### src/rtl/traffic_light_ctrl_timed.sv
// Two-road traffic light controller with programmable phase timers,
// latched pedestrian walk phase and maintenance flash mode.
module traffic_light_ctrl_timed #(
  parameter int MIN_GREEN_MAIN  = 8,
  parameter int Y_TIME          = 3,
  parameter int ALL_RED         = 2,
  parameter int MAX_GREEN_CNTRY = 10,
  parameter int WALK_TIME       = 6,
  parameter int FLASH_HALF      = 4,
  parameter int CNT_W           = 8
) (
  input  logic       CLOCK,
  input  logic       CLEAR,
  input  logic       CAR_ON_CNTRY_RD,
  input  logic       PED_REQ,
  input  logic       FLASH_MODE,
  output logic [1:0] MAIN_SIG,
  output logic [1:0] CNTRY_SIG,
  output logic       WALK,
  output logic [2:0] STATE
);

  // state  | meaning
  // S_MGRN | main green, country red
  // S_MYEL | main yellow
  // S_ARED1| all-red clearance before country/walk
  // S_CGRN | country green
  // S_CYEL | country yellow
  // S_ARED2| all-red clearance before main green
  // S_WALK | pedestrian walk, both heads red
  // S_FLASH| maintenance flash
  typedef enum logic [2:0] {
    S_MGRN  = 3'd0,
    S_MYEL  = 3'd1,
    S_ARED1 = 3'd2,
    S_CGRN  = 3'd3,
    S_CYEL  = 3'd4,
    S_ARED2 = 3'd5,
    S_WALK  = 3'd6,
    S_FLASH = 3'd7
  } state_t;

  localparam logic [1:0] RED = 2'd0;
  localparam logic [1:0] YEL = 2'd1;
  localparam logic [1:0] GRN = 2'd2;
  localparam logic [1:0] OFF = 2'd3;

  localparam logic [CNT_W-1:0] MG_LAST = CNT_W'(MIN_GREEN_MAIN - 1);
  localparam logic [CNT_W-1:0] Y_LAST  = CNT_W'(Y_TIME - 1);
  localparam logic [CNT_W-1:0] AR_LAST = CNT_W'(ALL_RED - 1);
  localparam logic [CNT_W-1:0] CG_LAST = CNT_W'(MAX_GREEN_CNTRY - 1);
  localparam logic [CNT_W-1:0] WK_LAST = CNT_W'(WALK_TIME - 1);
  localparam logic [CNT_W-1:0] FL_LAST = CNT_W'(FLASH_HALF - 1);

  state_t           state, state_nxt;
  logic [CNT_W-1:0] cnt, cnt_nxt;
  logic             ped_pending, ped_nxt;
  logic             flash_phase, phase_nxt;
  logic [1:0]       main_nxt, cntry_nxt;
  logic             walk_nxt;

  always_comb begin
    state_nxt = state;
    if (FLASH_MODE && state != S_FLASH) begin
      state_nxt = S_FLASH;
    end else begin
      case (state)
        S_MGRN:  if (cnt >= MG_LAST && (CAR_ON_CNTRY_RD || ped_pending)) state_nxt = S_MYEL;
        S_MYEL:  if (cnt == Y_LAST)  state_nxt = S_ARED1;
        S_ARED1: if (cnt == AR_LAST) state_nxt = ped_pending ? S_WALK : S_CGRN;
        S_CGRN:  if (!CAR_ON_CNTRY_RD || cnt == CG_LAST) state_nxt = S_CYEL;
        S_CYEL:  if (cnt == Y_LAST)  state_nxt = S_ARED2;
        S_ARED2: if (cnt == AR_LAST) state_nxt = S_MGRN;
        S_WALK:  if (cnt == WK_LAST) state_nxt = S_MGRN;
        S_FLASH: if (!FLASH_MODE)    state_nxt = S_ARED2;
        default: state_nxt = S_MGRN;
      endcase
    end
  end

  // In flash the phase counter doubles as the half-period timer.
  always_comb begin
    cnt_nxt   = cnt;
    phase_nxt = flash_phase;
    if (state_nxt != state) begin
      cnt_nxt = '0;
      if (state_nxt == S_FLASH) phase_nxt = 1'b0;
    end else if (state == S_FLASH && cnt == FL_LAST) begin
      cnt_nxt   = '0;
      phase_nxt = ~flash_phase;
    end else if (cnt != '1) begin
      cnt_nxt = cnt + 1'b1;
    end
  end

  // Clear on walk entry wins over a same-cycle button press.
  always_comb begin
    ped_nxt = ped_pending;
    if (state_nxt == S_WALK && state != S_WALK) ped_nxt = 1'b0;
    else if (state != S_WALK && PED_REQ)        ped_nxt = 1'b1;
  end

  always_comb begin
    main_nxt  = RED;
    cntry_nxt = RED;
    walk_nxt  = 1'b0;
    case (state_nxt)
      S_MGRN:  main_nxt  = GRN;
      S_MYEL:  main_nxt  = YEL;
      S_CGRN:  cntry_nxt = GRN;
      S_CYEL:  cntry_nxt = YEL;
      S_WALK:  walk_nxt  = 1'b1;
      S_FLASH: begin
        main_nxt  = phase_nxt ? OFF : YEL;
        cntry_nxt = phase_nxt ? OFF : RED;
      end
      default: ;
    endcase
  end

  always_ff @(posedge CLOCK) begin
    if (CLEAR) begin
      state       <= S_MGRN;
      cnt         <= '0;
      ped_pending <= 1'b0;
      flash_phase <= 1'b0;
      MAIN_SIG    <= GRN;
      CNTRY_SIG   <= RED;
      WALK        <= 1'b0;
    end else begin
      state       <= state_nxt;
      cnt         <= cnt_nxt;
      ped_pending <= ped_nxt;
      flash_phase <= phase_nxt;
      MAIN_SIG    <= main_nxt;
      CNTRY_SIG   <= cntry_nxt;
      WALK        <= walk_nxt;
    end
  end

  assign STATE = state;

endmodule

### config.mk
export PLATFORM = sky130hd
export DESIGN_NAME = traffic_light_ctrl_timed
export DESIGN_NICKNAME = d
export VERILOG_FILES = /design/src/rtl/traffic_light_ctrl_timed.sv
export SDC_FILE = /design/constraint.sdc
export NUM_CORES = 1
export LEC_CHECK = 0
export ABC_AREA = 1
export CAP_MARGIN = 20
export CORE_ASPECT_RATIO = 0.9
export CORE_MARGIN = 2
export CORE_UTILIZATION = 55
export CTS_CLUSTER_DIAMETER = 30
export DETAILED_ROUTE_END_ITERATION = 8
export DONT_BUFFER_PORTS = 1
export PLACE_DENSITY = 0.7
export SLEW_MARGIN = 20
export SYNTH_ARGS = -nofsm -noshare
export SYNTH_HDL_FRONTEND = slang
export SYNTH_SLANG_ARGS = --single-unit
### constraint.sdc
create_clock -name CLOCK -period 3.2 [get_ports CLOCK]
set_input_delay 0.64 -clock CLOCK [delete_from_list [all_inputs] [get_ports CLOCK]]
set_output_delay 0.64 -clock CLOCK [all_outputs]
set_load 0.005 [all_outputs]
==> flow_metrics.tcl, run 1 <==
set metrics [dict create \
    synth-seq-cells 18 \
    syn_area_sq_um 1150 \
    final_cell_area_sq_um 1210 \
    final_layout_size_suffix_gt1_share_pct 15.7 \
    r2r_setup_slack_ns 1.27 \
    numCtsBuffers 3 \
    path_clk_slew_ns 0.11 \
    max-slew-margin-rel_pct 74.7 \
    h-tree-depth 1 \
    root_buffer "clkbuf_4" \
    routed_wl_mm 2.31 \
    setup.worst_path.start "STATE[2]" \
    start_util_pct 59.2 \
    grtUsageTotal_pct 21.6 \
    place.gp.congestion 0.840 \
    antenna_cells 0 \
    syn_area_per_cell_sq_um 6.79 \
    cp-start-kind "register" \
    num_rows 15 \
    syn_inst 170 \
    grt_max_degree 11 \
    nets 181 \
    dr.first_iter.drc_count 29 \
    drtPass1Iterations 4 \
    grt_pass1_vias 903 \
    postRouteAntennaNets 0 \
    synth_fp_nets 178 \
    finalCritPeriodShare_pct 60.2 \
    hold_violations 0 \
    grt_pass1_wl_mm 3.90 \
    insertion_delay_ns 0.30 \
    tns_ns 0 \
    critical_path_class "reg -> reg" \
    hpwlAfterDp_mm 1.83 \
    slew_viol_final 0 \
    cts_resized 0 \
    holdWs_ns 0.398 \
    min_path_type "in -> reg" \
    rsz0062_at_grt "false" \
    ys_seq_area_share_pct 31.2 \
    cts_tree "built" \
    reg2reg_depth 12 \
    viasPerCell 5.27 \
    holdPathEnd "STATE[2]" \
    ir_worst_vdd_v 0.000246 \
    mostFrequentLayoutCell "nand2_1" \
    drc 0 \
    critPathArrivalTime_ns 2.16 \
    dieWidth_um 52.3 \
    syn_to_final_growth_pct 4.88 \
    synth_warnings 0 \
    coreArea_sq_um 1950 \
    place_area_sq_um 1170 \
    clock_path_buffers 2 \
    cts_setup_buffers 0 \
    setup_violations 0 \
    ios 13 \
    drv_cap 0 \
    crit_fanout 9 \
    hold_buffers 0 \
    endpoint_kind "register" \
    overflow 0 \
    antenna_found_initial 0 \
    holdPathStages 1 \
    die_h_um 47.5 \
    run_status "finished clean" \
    min_period_ns 1.93 \
    vias 1039 \
    reg2reg_from "STATE[2]" \
    wl_per_cell_um 11.7 \
    p_leak_nw 0.531 \
    pwr_density_cell_nw_per_um2 403 \
    cts.sinks 18 \
    numPortBuffers 0 \
    skew_ns 0.0137 \
    clock.fmax_mhz 519 \
    die_area_sq_um 2480 \
    ys_types 28 \
    worstHoldStart "CLEAR" \
    timing.rr.end "cnt[4]" \
    critPathRequiredTime_ns 3.43 \
    worst_slew_pin_slew_ns 0.380 \
    layout_common_cells "29 x nand2_1, 25 x inv_1, 25 x nor2_1" \
]
[through the flow]
step | util [%] | setup slack [ns] | power, mW | instances
floorplan | - | 1.51 | 0.337 | 170
global placement | 60.2 | 1.32 | 0.350 | 193
detailed placement | 60.2 | 1.28 | 0.350 | 193
CTS | 62.1 | 1.27 | 0.492 | 197
global route | 62.1 | 1.05 | 0.512 | 197
finish | 62.1 | 1.27 | 0.489 | 197
[kinds of logic after synthesis]
kind of cell | after synthesis | share of synthesized area, %
AO/OA/AOI/OAI | 17 | 8.45
XOR/XNOR | 4 | 3.03
adder cells (fa/ha/maj) | 3 | 3.25
buffers and inverters | 28 | 9.43
flip-flops | 18 | 31.2
AND/OR/NAND/NOR | 100 | 44.6
[cell type report]
cell class	count	area (sq um)
tap	25	31.3
fill	188	741
inverter	26	97.6
sequential	18	360
clock buffer	4	36.3
multi-input combinational	124	686
[power by group]
group	switching, mW	internal (mW)
combinational	0.0654	0.0319
clock	0.0742	0.0694
sequential	0.0132	0.234
total	0.153	0.336
[synth_stat cells]
cell type / n / area (sq um)
nand2_1: 29 / 109
inv_1: 25 / 93.8
nor2_1: 25 / 93.8
dfxtp_1: 18 / 360
nand3_1: 18 / 90.1
nor2_2: 8 / 50.1
o21ai_0: 7 / 35.0
a21oi_1: 6 / 30.0
nand2_2: 5 / 31.3
xor2_1: 4 / 35.0
ha_1: 3 / 37.5
nand4_1: 3 / 18.8
nor3_1: 3 / 15.0
nand3_2: 2 / 20.0
a21boi_0: 1 / 7.51
a21oi_2: 1 / 8.76
buf_1: 1 / 3.75
buf_4: 1 / 7.51
inv_2: 1 / 3.75
nand2_4: 1 / 11.3
nand4_2: 1 / 12.5
nand4_4: 1 / 21.3
nor2_8: 1 / 20.0
nor3_2: 1 / 10.0
nor4_1: 1 / 6.26
o21ai_2: 1 / 8.76
o31ai_1: 1 / 7.51
or2_0: 1 / 6.26
[worst max path at each step]
stage               slack, ns      to  depth (start not counted)
finish                   1.27  cnt[4]                         12
global route             1.05  cnt[6]                         12
CTS                      1.27  cnt[6]                         12
detailed placement       1.28  cnt[6]                         12
global placement         1.32  cnt[0]                         12
floorplan                1.51  cnt[6]                         12
[critical path: stages, from the launching register on]
cell     delay, ns
dfxtp_1       0.57
inv_1         0.18
nand3_1       0.10
nor2_1        0.04
nand2_1       0.07
inv_1         0.05
nor2_2        0.11
nand3_1       0.15
nand2_1       0.11
nand2_2       0.08
nor2_8        0.12
nand4_4       0.16
nor2_1        0.13
[layer usage]
layer	GRT usage, %	up-vias	wire [um]
met4	7.69	0	34
li1	-	548	-
met1	29.6	467	1160
met5	0	-	0
met3	6.25	4	120
met2	33.0	20	992
[registers in the layout, summed over array words and instances, names as in the netlist]
name,flops
CNTRY_SIG,2
STATE,3
cnt,8
ped_pending,1
MAIN_SIG,2
flash_phase,1
WALK,1
No activity file was read; power rests on OpenSTA's default activity.
==> run 2, diff against run 1 <==
- PLACE_DENSITY: 0.7 -> 0.73
- clock period: 3.2 -> 1.62 ns (I/O delays scaled with it)
==> run 2 against run 1 <==
Net effect: the run now ends with negative setup slack left; hold slack got worse by 0.32 ns; cell area increased by 29%; core utilization increased by 18 points; cell count increased by 15%; sequential share of layout area decreased by 6.1 points; wire length increased by 26%; first-iteration DRC count increased by 48%; global-route usage increased by 5.5 points; maximum frequency increased by 8.0%; via count increased by 17%; count of clock-buffer cells in the layout unchanged; die area unchanged.
==> flow_metrics.tcl, run 2 (synthesis results as in run 1) <==
set metrics [dict create \
    regArea_sq_um 369 \
    die_area_sq_um 2480 \
    clock_path_buffers 2 \
    grtUsageMet1_pct 35.5 \
    cp-start-kind "register" \
    cts.sinks 18 \
    h-tree-depth 1 \
    syn_to_final_growth_pct 35.1 \
    drc 0 \
    numCtsBuffers 3 \
    path_clk_slew_ns 0.10 \
    clock.fmax_mhz 561 \
    run_status "finished, violations left" \
    wl_per_cell_um 12.8 \
    top_usage_layer "met2" \
    overflow 0 \
    critPathArrivalTime_ns 2.02 \
    grt_pass1_wl_mm 4.86 \
    root_buffer "clkbuf_4" \
    min_path_type "in -> reg" \
    place.gp.congestion 0.933 \
    largest_reg_flops 8 \
    rsz0062_at_grt "true" \
    slew_viol_final 0 \
    multi_input_area_sq_um 805 \
    regMostFlops "cnt" \
    drv_cap 0 \
    min_period_ns 1.78 \
    cts_tree "built" \
    ir_worst_vdd_v 0.000573 \
    vias 1211 \
    setup_ws_ns -0.164 \
    start_util_pct 59.2 \
    final_layout_size_suffix_gt1_share_pct 42.8 \
    numPortBuffers 0 \
    fill_cells 130 \
    mostFrequentLayoutCell "buf_4" \
    max-slew-margin-rel_pct 78.9 \
    endpoint_kind "register" \
    critical_path_class "reg -> reg" \
    insertion_delay_ns 0.29 \
    postRouteAntennaNets 0 \
    num_rows 15 \
    die_h_um 47.5 \
    hpwlAfterDp_mm 2.18 \
    skew_ns 0.000869 \
    crit_fanout 8 \
    pre_cts_slack_ns -0.218 \
    dr.first_iter.drc_count 43 \
    utilization_pct 79.9 \
    finalCritPeriodShare_pct 110 \
    antenna_found_initial 0 \
    p_leak_nw 0.692 \
    pwr_density_cell_nw_per_um2 686 \
    drtPass1Iterations 4 \
    antenna_cells 0 \
    worst_slew_pin_slew_ns 0.314 \
    ios 13 \
    hold_buffers 0 \
    holdWs_ns 0.0734 \
    viasPerCell 5.36 \
    grt_use_met3_pct 2.50 \
    routed_wl_mm 2.90 \
    tns_ns -2.01 \
    violations "negative setup slack" \
    setup_violations 15 \
    grt_pass1_vias 1101 \
    coreArea_sq_um 1950 \
    layout_common_cells "28 x buf_4, 26 x nand2_1, 21 x inv_1" \
    hold_violations 0 \
    grtUsageTotal_pct 27.1 \
    critPathRequiredTime_ns 1.86 \
    use_met2_pct 46.8 \
    dieWidth_um 52.3 \
    grt_max_degree 11 \
    nets 210 \
]
[run 2: what timing repair did]
action,4_1_cts,5_1_grt
pin swaps,18,3
setup buffers,3,0
resized for setup,23,8
setup endpoints to repair,15,17
[run 2: where the power goes]
| group | total, mW | switching, mW | internal (mW) |
|---|---|---|---|
| logic | 0.307 | 0.176 | 0.131 |
| registers | 0.489 | 0.0243 | 0.464 |
| clock network | 0.274 | 0.137 | 0.137 |
| total | 1.07 | 0.337 | 0.733 |
[run 2: cell type report]
| type | count | area share (%) |
|---|---|---|
| Sequential cell | 18 | 23.7 |
| Multi-Input combinational cell | 124 | 51.6 |
| Inverter | 26 | 6.25 |
| Timing Repair Buffer | 29 | 14.2 |
| Tap cell | 25 | 2.00 |
| Clock buffer | 4 | 2.33 |
[run 2: path summary, 6_finish.rpt]
path	from	to	slack, ns	cells past startpoint
worst max register to register	STATE[2]	cnt[4]	-0.16	10
worst min register to register	flash_phase	flash_phase	0.57	4
worst min-delay path	CLEAR	flash_phase	0.07	1
worst max-delay path	STATE[2]	cnt[4]	-0.16	10
[run 2: worst max-delay path, stage by stage (launching register included)]
cell     delay [ns]
dfxtp_2        0.43
inv_1          0.12
nor2_1         0.25
o21ai_2        0.10
nand2_1        0.12
nor2_4         0.05
nand4_1        0.11
nand2_4        0.09
nor2_8         0.14
nand4_4        0.17
nor2_2         0.15
[run 2: routing by layer]
metal	share of wire [%]	up-vias
met3	4.6	4
met4	1.4	0
met5	0	-
met1	46	559
li1	-	610
met2	48	38
[run 2: per-stage QoR]
stage          power [mW]  std cells  cell area [sq um]
3_3_place_gp        0.751        219               1410
2_1_floorplan       0.676        170               1190
6_report             1.07        226               1560
4_1_cts              1.06        226               1540
5_1_grt              1.12        226               1560
3_5_place_dp        0.755        219               1410
